$ cat src/rtl/queue_pkg.sv
// Shared helpers for the queue family: width derivation and handshake/status bundles.
// Pure declarations; no latency or backpressure of its own.
package queue_pkg;

    function automatic int level_width(input int depth);
        return $clog2(depth + 1);
    endfunction

    // Depth >= 2 always yields at least one pointer bit.
    function automatic int ptr_width(input int depth);
        return (depth > 1) ? $clog2(depth) : 1;
    endfunction

    typedef struct packed {
        logic full;
        logic empty;
        logic almost_full;
        logic almost_empty;
    } q_flags_t;

    typedef struct packed {
        logic wr;
        logic rd;
    } q_xfer_t;

endpackage

$ cat src/rtl/level_queue_wrap_counter.sv
// Modulo-N pointer counter; counts 0..Modulus-1 and wraps, with synchronous clear.
// Latency: new value one edge after en/clr; no backpressure (clr beats en).
module wrap_counter
    import queue_pkg::*;
#(
    parameter int Modulus = 6,
    localparam int Width  = ptr_width(Modulus)
) (
    input  logic             clk,
    input  logic             rst_n,
    input  logic             clr,
    input  logic             en,
    output logic [Width-1:0] cnt
);

    logic [Width-1:0] cnt_q;
    logic [Width-1:0] cnt_d;

    always_comb begin
        cnt_d = cnt_q;
        if (clr) begin
            cnt_d = '0;
        end else if (en) begin
            cnt_d = (cnt_q == Width'(Modulus - 1)) ? '0 : cnt_q + Width'(1);
        end
    end

    always_ff @(posedge clk or negedge rst_n) begin
        if (!rst_n) begin
            cnt_q <= '0;
        end else begin
            cnt_q <= cnt_d;
        end
    end

    assign cnt = cnt_q;

endmodule

$ cat src/rtl/level_queue.sv
// First-word-fall-through queue with registered occupancy and threshold flags.
// Latency: write visible on dOUT one edge later; backpressure via dInREQ=!full. LEVEL_QUEUE_ERR_FLAGS_EN adds sticky Overflow/Underflow.
module level_queue
    import queue_pkg::*;
#(
    parameter int BitWidth    = 32,
    parameter int BufferDepth = 6,
    localparam int LevelWidth = level_width(BufferDepth),
    localparam int PtrWidth   = ptr_width(BufferDepth)
) (
    input  logic                  clk,
    input  logic                  rst_n,
    input  logic                  flush,
    output logic                  dInREQ,
    input  logic                  dInACK,
    input  logic [BitWidth-1:0]   dIN,
    output logic                  dOutACK,
    input  logic                  dOutREQ,
    output logic [BitWidth-1:0]   dOUT,
    output logic [LevelWidth-1:0] Level,
    input  logic [LevelWidth-1:0] AlmostFullThr,
    input  logic [LevelWidth-1:0] AlmostEmptyThr,
`ifdef LEVEL_QUEUE_ERR_FLAGS_EN
    input  logic                  err_clr,
    output logic                  Overflow,
    output logic                  Underflow,
`endif
    output logic                  BufferFull,
    output logic                  BufferEmpty,
    output logic                  AlmostFull,
    output logic                  AlmostEmpty
);

    logic [BitWidth-1:0]   mem [BufferDepth];
    logic [LevelWidth-1:0] level_q;
    logic [LevelWidth-1:0] level_d;
    logic [PtrWidth-1:0]   wr_ptr;
    logic [PtrWidth-1:0]   rd_ptr;
    q_flags_t              status;
    q_xfer_t               xfer;

    // Status depends only on the registered level, never on this cycle's handshakes.
    assign status.full         = (level_q == LevelWidth'(BufferDepth));
    assign status.empty        = (level_q == '0);
    assign status.almost_full  = (level_q >= AlmostFullThr);
    assign status.almost_empty = (level_q <= AlmostEmptyThr);

    assign xfer.wr = dInACK  && !status.full  && !flush;
    assign xfer.rd = dOutREQ && !status.empty && !flush;

    always_comb begin
        level_d = level_q;
        if (flush) begin
            level_d = '0;
        end else if (xfer.wr && !xfer.rd) begin
            level_d = level_q + LevelWidth'(1);
        end else if (xfer.rd && !xfer.wr) begin
            level_d = level_q - LevelWidth'(1);
        end
    end

    always_ff @(posedge clk or negedge rst_n) begin
        if (!rst_n) begin
            level_q <= '0;
        end else begin
            level_q <= level_d;
        end
    end

    wrap_counter #(.Modulus(BufferDepth)) u_wr_ptr (
        .clk   (clk),
        .rst_n (rst_n),
        .clr   (flush),
        .en    (xfer.wr),
        .cnt   (wr_ptr)
    );

    wrap_counter #(.Modulus(BufferDepth)) u_rd_ptr (
        .clk   (clk),
        .rst_n (rst_n),
        .clr   (flush),
        .en    (xfer.rd),
        .cnt   (rd_ptr)
    );

    // Storage is deliberately unreset; stale words are masked by the level.
    always_ff @(posedge clk) begin
        if (xfer.wr) begin
            mem[wr_ptr] <= dIN;
        end
    end

    assign dOUT        = mem[rd_ptr];
    assign Level       = level_q;
    assign dInREQ      = !status.full;
    assign dOutACK     = !status.empty;
    assign BufferFull  = status.full;
    assign BufferEmpty = status.empty;
    assign AlmostFull  = status.almost_full;
    assign AlmostEmpty = status.almost_empty;

`ifdef LEVEL_QUEUE_ERR_FLAGS_EN
    logic overflow_q, overflow_d;
    logic underflow_q, underflow_d;

    // Set wins over a same-cycle clear.
    always_comb begin
        overflow_d  = (dInACK && status.full)   || (overflow_q  && !err_clr);
        underflow_d = (dOutREQ && status.empty) || (underflow_q && !err_clr);
    end

    always_ff @(posedge clk or negedge rst_n) begin
        if (!rst_n) begin
            overflow_q  <= 1'b0;
            underflow_q <= 1'b0;
        end else begin
            overflow_q  <= overflow_d;
            underflow_q <= underflow_d;
        end
    end

    assign Overflow  = overflow_q;
    assign Underflow = underflow_q;
`endif

endmodule

$ cat config.mk
export PLATFORM = sky130hd
export DESIGN_NAME = level_queue
export DESIGN_NICKNAME = d
export VERILOG_FILES = /design/src/rtl/queue_pkg.sv /design/src/rtl/level_queue_wrap_counter.sv /design/src/rtl/level_queue.sv
export SDC_FILE = /design/constraint.sdc
export NUM_CORES = 1
export LEC_CHECK = 0
export BUFFER_PORTS_ARGS = -buffer_cell sky130_fd_sc_hd__buf_2
export CELL_PAD_IN_SITES_DETAIL_PLACEMENT = 0
export CELL_PAD_IN_SITES_GLOBAL_PLACEMENT = 1
export CORE_AREA = 2 2 130 132
export CTS_CLUSTER_SIZE = 12
export DETAILED_ROUTE_END_ITERATION = 8
export DIE_AREA = 0 0 132 134
export GPL_TIMING_DRIVEN = 0
export PLACE_DENSITY_LB_ADDON = 0.1
export SETUP_SLACK_MARGIN = 0.05
export SLEW_MARGIN = 20
export SYNTH_ARGS = -nofsm -noshare
export SYNTH_HDL_FRONTEND = slang
export SYNTH_HIERARCHICAL = 1
export SYNTH_SLANG_ARGS = --single-unit
$ cat constraint.sdc
create_clock -name clk -period 5.49 [get_ports clk]
set_input_delay 0.8235 -clock clk [delete_from_list [all_inputs] [get_ports clk]]
set_output_delay 0.8235 -clock clk [all_outputs]
set_load 0.005 [all_outputs]
== Yosys cells after proc, flatten, opt, wreduce, memory -nomap -nowiden ==
Memories as Yosys holds them, arrays and structs flattened.
Cells that the tools add are included.
Operators by class
  add/sub/neg operators: 4
  magnitude comparators: 2
  eq/ne operators: 3
  mux-type cells: 11
  reduce and logical (&&, ||, !) cells: 15
Operators with widths (count)
  $mux 3: 9
  $add 3x1->3 const B: 3
  $eq 3x3->1 const B: 3
  $logic_and 1x1->1: 6
  $logic_not 1->1: 5
  $reduce_bool 2->1: 2
  $ge 3x3->1: 1
  $le 3x3->1: 1
  $logic_not 3->1: 1
  $reduce_bool 3->1: 1
  $sub 3x1->3 const B: 1
  $mux 1: 2
Word-level totals
  register bits after elaboration: 9
  bits in writable memories: 192
  input bits: 43
  output and inout port bits: 41
  word-level logic and storage cells: 39
  memories: 1
Memory list
  mem: depth 6, width 32, read ports 1, clocked after memory_dff 0, wr ports 1, line level_queue.sv:34  | logic [BitWidth-1:0] mem [BufferDepth];

== Depth between registers and ports, before layout ==
  word-level depth: 9
  gate-level depth with buffers: 10
  mapped depth without buffers: 9

== Cells and area by module ==
The synthesis kept the hierarchy.
By module, submodules not included
  level_queue: times used 1, cells each 401, area each 7734.9 µm², seq. area each 5840.6 µm²
  wrap_counter: times used 2, cells each 11, area each 137.6 µm², seq. area each 75.1 µm²

== Worst setup path before layout ==
OpenSTA, ideal clock, no wires.
  path type: input to register
  start point: in dInACK
  end point: mem mem[2][0], enable pin
  library setup time: 0.513 ns
  arrival: 4.571 ns
  data required time: 4.977 ns
  slack: 0.406 ns
  stages on the path: 3
  buffers on the path: 1
  cell sequence: clkbuf_2 -> nand3b_2 -> nor4b_1
On the way
  word-level cells in the longest chain between the ends: 4
RTL lines
  start: declaration: line level_queue.sv:15  | input logic dInACK,
  $logic_and 1x1->1 (2 in series): line level_queue.sv:48  | assign xfer.wr = dInACK && !status.full && !flush;
  $mux 1: line level_queue.sv:88  | if (xfer.wr) begin
  $mux 1 (not written as such): line level_queue.sv:89  | mem[wr_ptr] <= dIN;
  end: declaration: line level_queue.sv:34
Every way passes these cells.

== Final worst setup path ==
  start point: reg u_rd_ptr.cnt_q[2] (netlist: u_rd_ptr/cnt[2])
  end point: out dOUT[4]
On the way
  word-level cells in the longest chain between the ends: 1
RTL lines
  start: declaration: line level_queue_wrap_counter.sv:16  | logic [Width-1:0] cnt_q;
  start signal: assignment: line level_queue_wrap_counter.sv:32  | cnt_q <= cnt_d;
  $mem_v2 6x32
  end: declaration: line level_queue.sv:19  | output logic [BitWidth-1:0] dOUT,
Every way passes these cells.

==> metrics.cfg <==
[outcome]
status=finished clean

[logic_synthesis]
synth_top_area_cell=edfxtp_1
synth_area_mm2=0.00801
synth-edff-count=192
syn_nets=473
ys.warnings.count=6
synth-main-ff-cell=edfxtp_1
syn_area_per_cell_um2=18.9
seq_area_frac_synth_pct=74.8
post-synth-top-area-fraction_pct=72.0
ys_async_sr_fraction_pct=4.48
ys_ff_latch=201
synth_area_leaders=edfxtp_1 72%, mux4_2 9.0%, mux2i_1 4.2%, dfrtp_1 2.8%, a21oi_1 2.4%
synth_cell_types=42
synthCells=423

[critical_path]
setup.worst_path.start_class=flop
crit_required_ns=4.67
arrival_ns=2.27
cp-end-kind=output pin
crit_fanout=10
crit_type=flop to output pin

[job]
max_cap_violations=0

[finish]
areaGrowthSynthToFinish_pct=19.3
regArea_mm2=0.00599
layout.nets=609
fillers=1291
stdcell_count=791
final_util_pct=58.7
multi_input_area_mm2=0.00189
drive_gt1_share_pct=33.9
design_area_mm2=0.00956

[power_and_ir_drop]
p_total_mw=3.57
p_per_area_mw_per_mm2=374
p_leak_nw=3.35
vdd.ir_drop.worst_mv=0.242

[clock_tree]
cts_buffers=21
clk_path_buf_depth=3
clkSlewWorstSetupHoldPaths_ns=0.06
clkLatencyLatePin_ns=0.48
hold_buffers=0
ctsHtreeMaxLevel=1
clock_sinks=201
cts_tree=yes
post-cts-setup-buffer-count=0
clockRootBuffer=clkbuf_16
cts_resized=0

[grt]
antenna_found_initial=1
grtUsageTotal_pct=18.0
grt_max_degree=18
grt_overflow_total=0
grt_pass1_vias=4498
grt_pass1_wl_um=24500

[sta]
fin_hold_ws_ns=0.190
finalSetupViolations=0
drv_slew=0
rsz0062_at_grt=no
period_share_pct=56.3
fmax_ghz=0.323
slew_headroom_pct=42.6
tightest_slew_ns=0.854
fin_crit_ns=3.09
hold_viol=0
finClkSkew_ns=0.00841

[die]
die-area_mm2=0.0177
die_h_um=134
start_util_pct=49.2
ios=84
die_w_um=132
rows=47
core_mm2=0.0163

[placed_design]
place_congestion=0.724
dpl.hpwl_um=10500
dp_cells=756
place_area_mm2=0.00896
io_buffers=82

[drt]
ant_nets=0
via_per_inst=5.33
wl_per_cell_um=19.7
vias=4214
drc=0
finalWirelength_um=15600
dr.pass1.iters=4
drt_iter0_drc=343

[min_path]
worst_hold_path_type=primary input to asynchronous set/reset pin

[area by class of cell]
cell class	instances	share of cell area, %
sequential	201	62.7
antenna	1	0.0262
timing repair buffer	113	6.65
clock buffer	31	6.00
inverter	9	0.354
clock inverter	3	0.183
tap	220	2.88
multi-input combinational	193	19.8
buffer	20	1.43
[power by group]
| group | internal [mW] | total [mW] | leakage [nW] | switching (mW) |
|---|---|---|---|---|
| clock network | 0.717 | 1.24 | 0.287 | 0.524 |
| logic | 0.293 | 0.582 | 1.21 | 0.289 |
| registers | 1.72 | 1.75 | 1.86 | 0.0286 |
| total | 2.73 | 3.57 | 3.35 | 0.842 |
[flip-flops by register name, summed over array words and instances (netlist names)]
| register | count |
|---|---|
| Level | 3 |
| mem | 192 |
| u_rd_ptr/cnt | 3 |
| u_wr_ptr/cnt | 3 |
[final timing paths]
check / slack (ns) / start / cells past startpoint / end
max in group asynchronous: 5.10 / rst_n / 1 / u_rd_ptr/cnt[1]$_DFFE_PN0P_
min in group clk: 0.58 / dIN[10] / 1 / mem[0][10]$_DFFE_PP_
setup / recovery: 2.40 / u_rd_ptr/cnt[2]$_DFFE_PN0P_ / 5 / dOUT[4]
hold / removal: 0.19 / rst_n / 1 / u_wr_ptr/cnt[2]$_DFFE_PN0P_
setup reg to reg: 2.63 / Level[2]$_DFFE_PN0P_ / 10 / Level[2]$_DFFE_PN0P_
hold reg to reg: 0.60 / u_rd_ptr/cnt[2]$_DFFE_PN0P_ / 2 / u_rd_ptr/cnt[2]$_DFFE_PN0P_
[critical path, stage by stage (launching register included)]
cell	delay (ns)
dfrtp_1	0.38
clkbuf_1	0.37
clkbuf_1	0.57
nor2_1	0.10
a21oi_1	0.21
buf_2	0.15
[logic make-up (layout without fill, tap and decap cells)]
family                   after synthesis  count (layout)  synth area share, %
AO/OA/AOI/OAI                         52              52                 4.05
XOR/XNOR                               4               4                0.437
adder cells (fa/ha/maj)                7               7                 1.19
buffers and inverters                 29             176                 2.12
flip-flops                           201             201                 74.8
multiplexers                          66              66                 13.2
other                                  0               1                    0
AND/OR/NAND/NOR                       64              64                 4.17
[through the flow]
step | setup TNS (ns) | setup slack [ns]
after floorplan | 0 | 0.406
after global placement | -425.04 | -2.88
after detailed placement | 0 | 2.33
after CTS | 0 | 2.37
after global routing | 0 | 2.25
final | 0 | 2.40
[routing by layer]
layer | vias up | share of wire [%] | wire length, µm | GRT usage (%)
li1 | 1954 | - | - | -
met1 | 2143 | 42 | 6510 | 24.2
met2 | 94 | 52 | 8050 | 31.0
met3 | 23 | 4.8 | 741 | 2.87
met4 | 0 | 1.8 | 274 | 4.83
met5 | - | 0 | 0 | 0
[cell usage in the layout, fill, tap and decap left out, drive strengths merged]
master / netlist / layout
nand2: 3 / 3
a21o: 2 / 2
a211oi: 1 / 1
mux4: 32 / 32
a41oi: 1 / 1
or3: 2 / 2
nand2b: 3 / 3
nand4bb: 2 / 2
diode: 0 / 1
a21oi: 39 / 39
ha: 6 / 6
o21ai: 1 / 1
inv: 9 / 10
o22ai: 1 / 1
nor4b: 3 / 3
nor2b: 1 / 1
a21bo: 4 / 4
nor3b: 1 / 1
nor2: 38 / 38
nand3: 2 / 2
nand4b: 2 / 2
mux2i: 34 / 34
clkbuf: 8 / 39
or2b: 1 / 1
edfxtp: 192 / 192
a2111oi: 1 / 1
xor2: 1 / 1
buf: 12 / 125
o31ai: 1 / 1
dfrtp: 9 / 9
xnor2: 3 / 3
clkinv: 0 / 2
fa: 1 / 1
nand3b: 2 / 2
o21a: 1 / 1
and3: 1 / 1
nor4bb: 1 / 1
nor4: 1 / 1
nor3: 1 / 1
[synth_stat cells, types with 2 or more instances]
cell type  instances
a21bo_1            4
a21o_1             2
a21oi_1           38
buf_2              3
buf_4              3
buf_6              6
clkbuf_1           7
dfrtp_1            9
edfxtp_1         192
ha_1               6
inv_1              9
mux2i_1           34
mux4_2            32
nand2_1            3
nand2b_1           3
nand3_1            2
nand3b_2           2
nand4b_1           2
nand4bb_1          2
nor2_1            38
nor4b_1            3
xnor2_1            3
No activity file was read; power rests on OpenSTA's default activity.
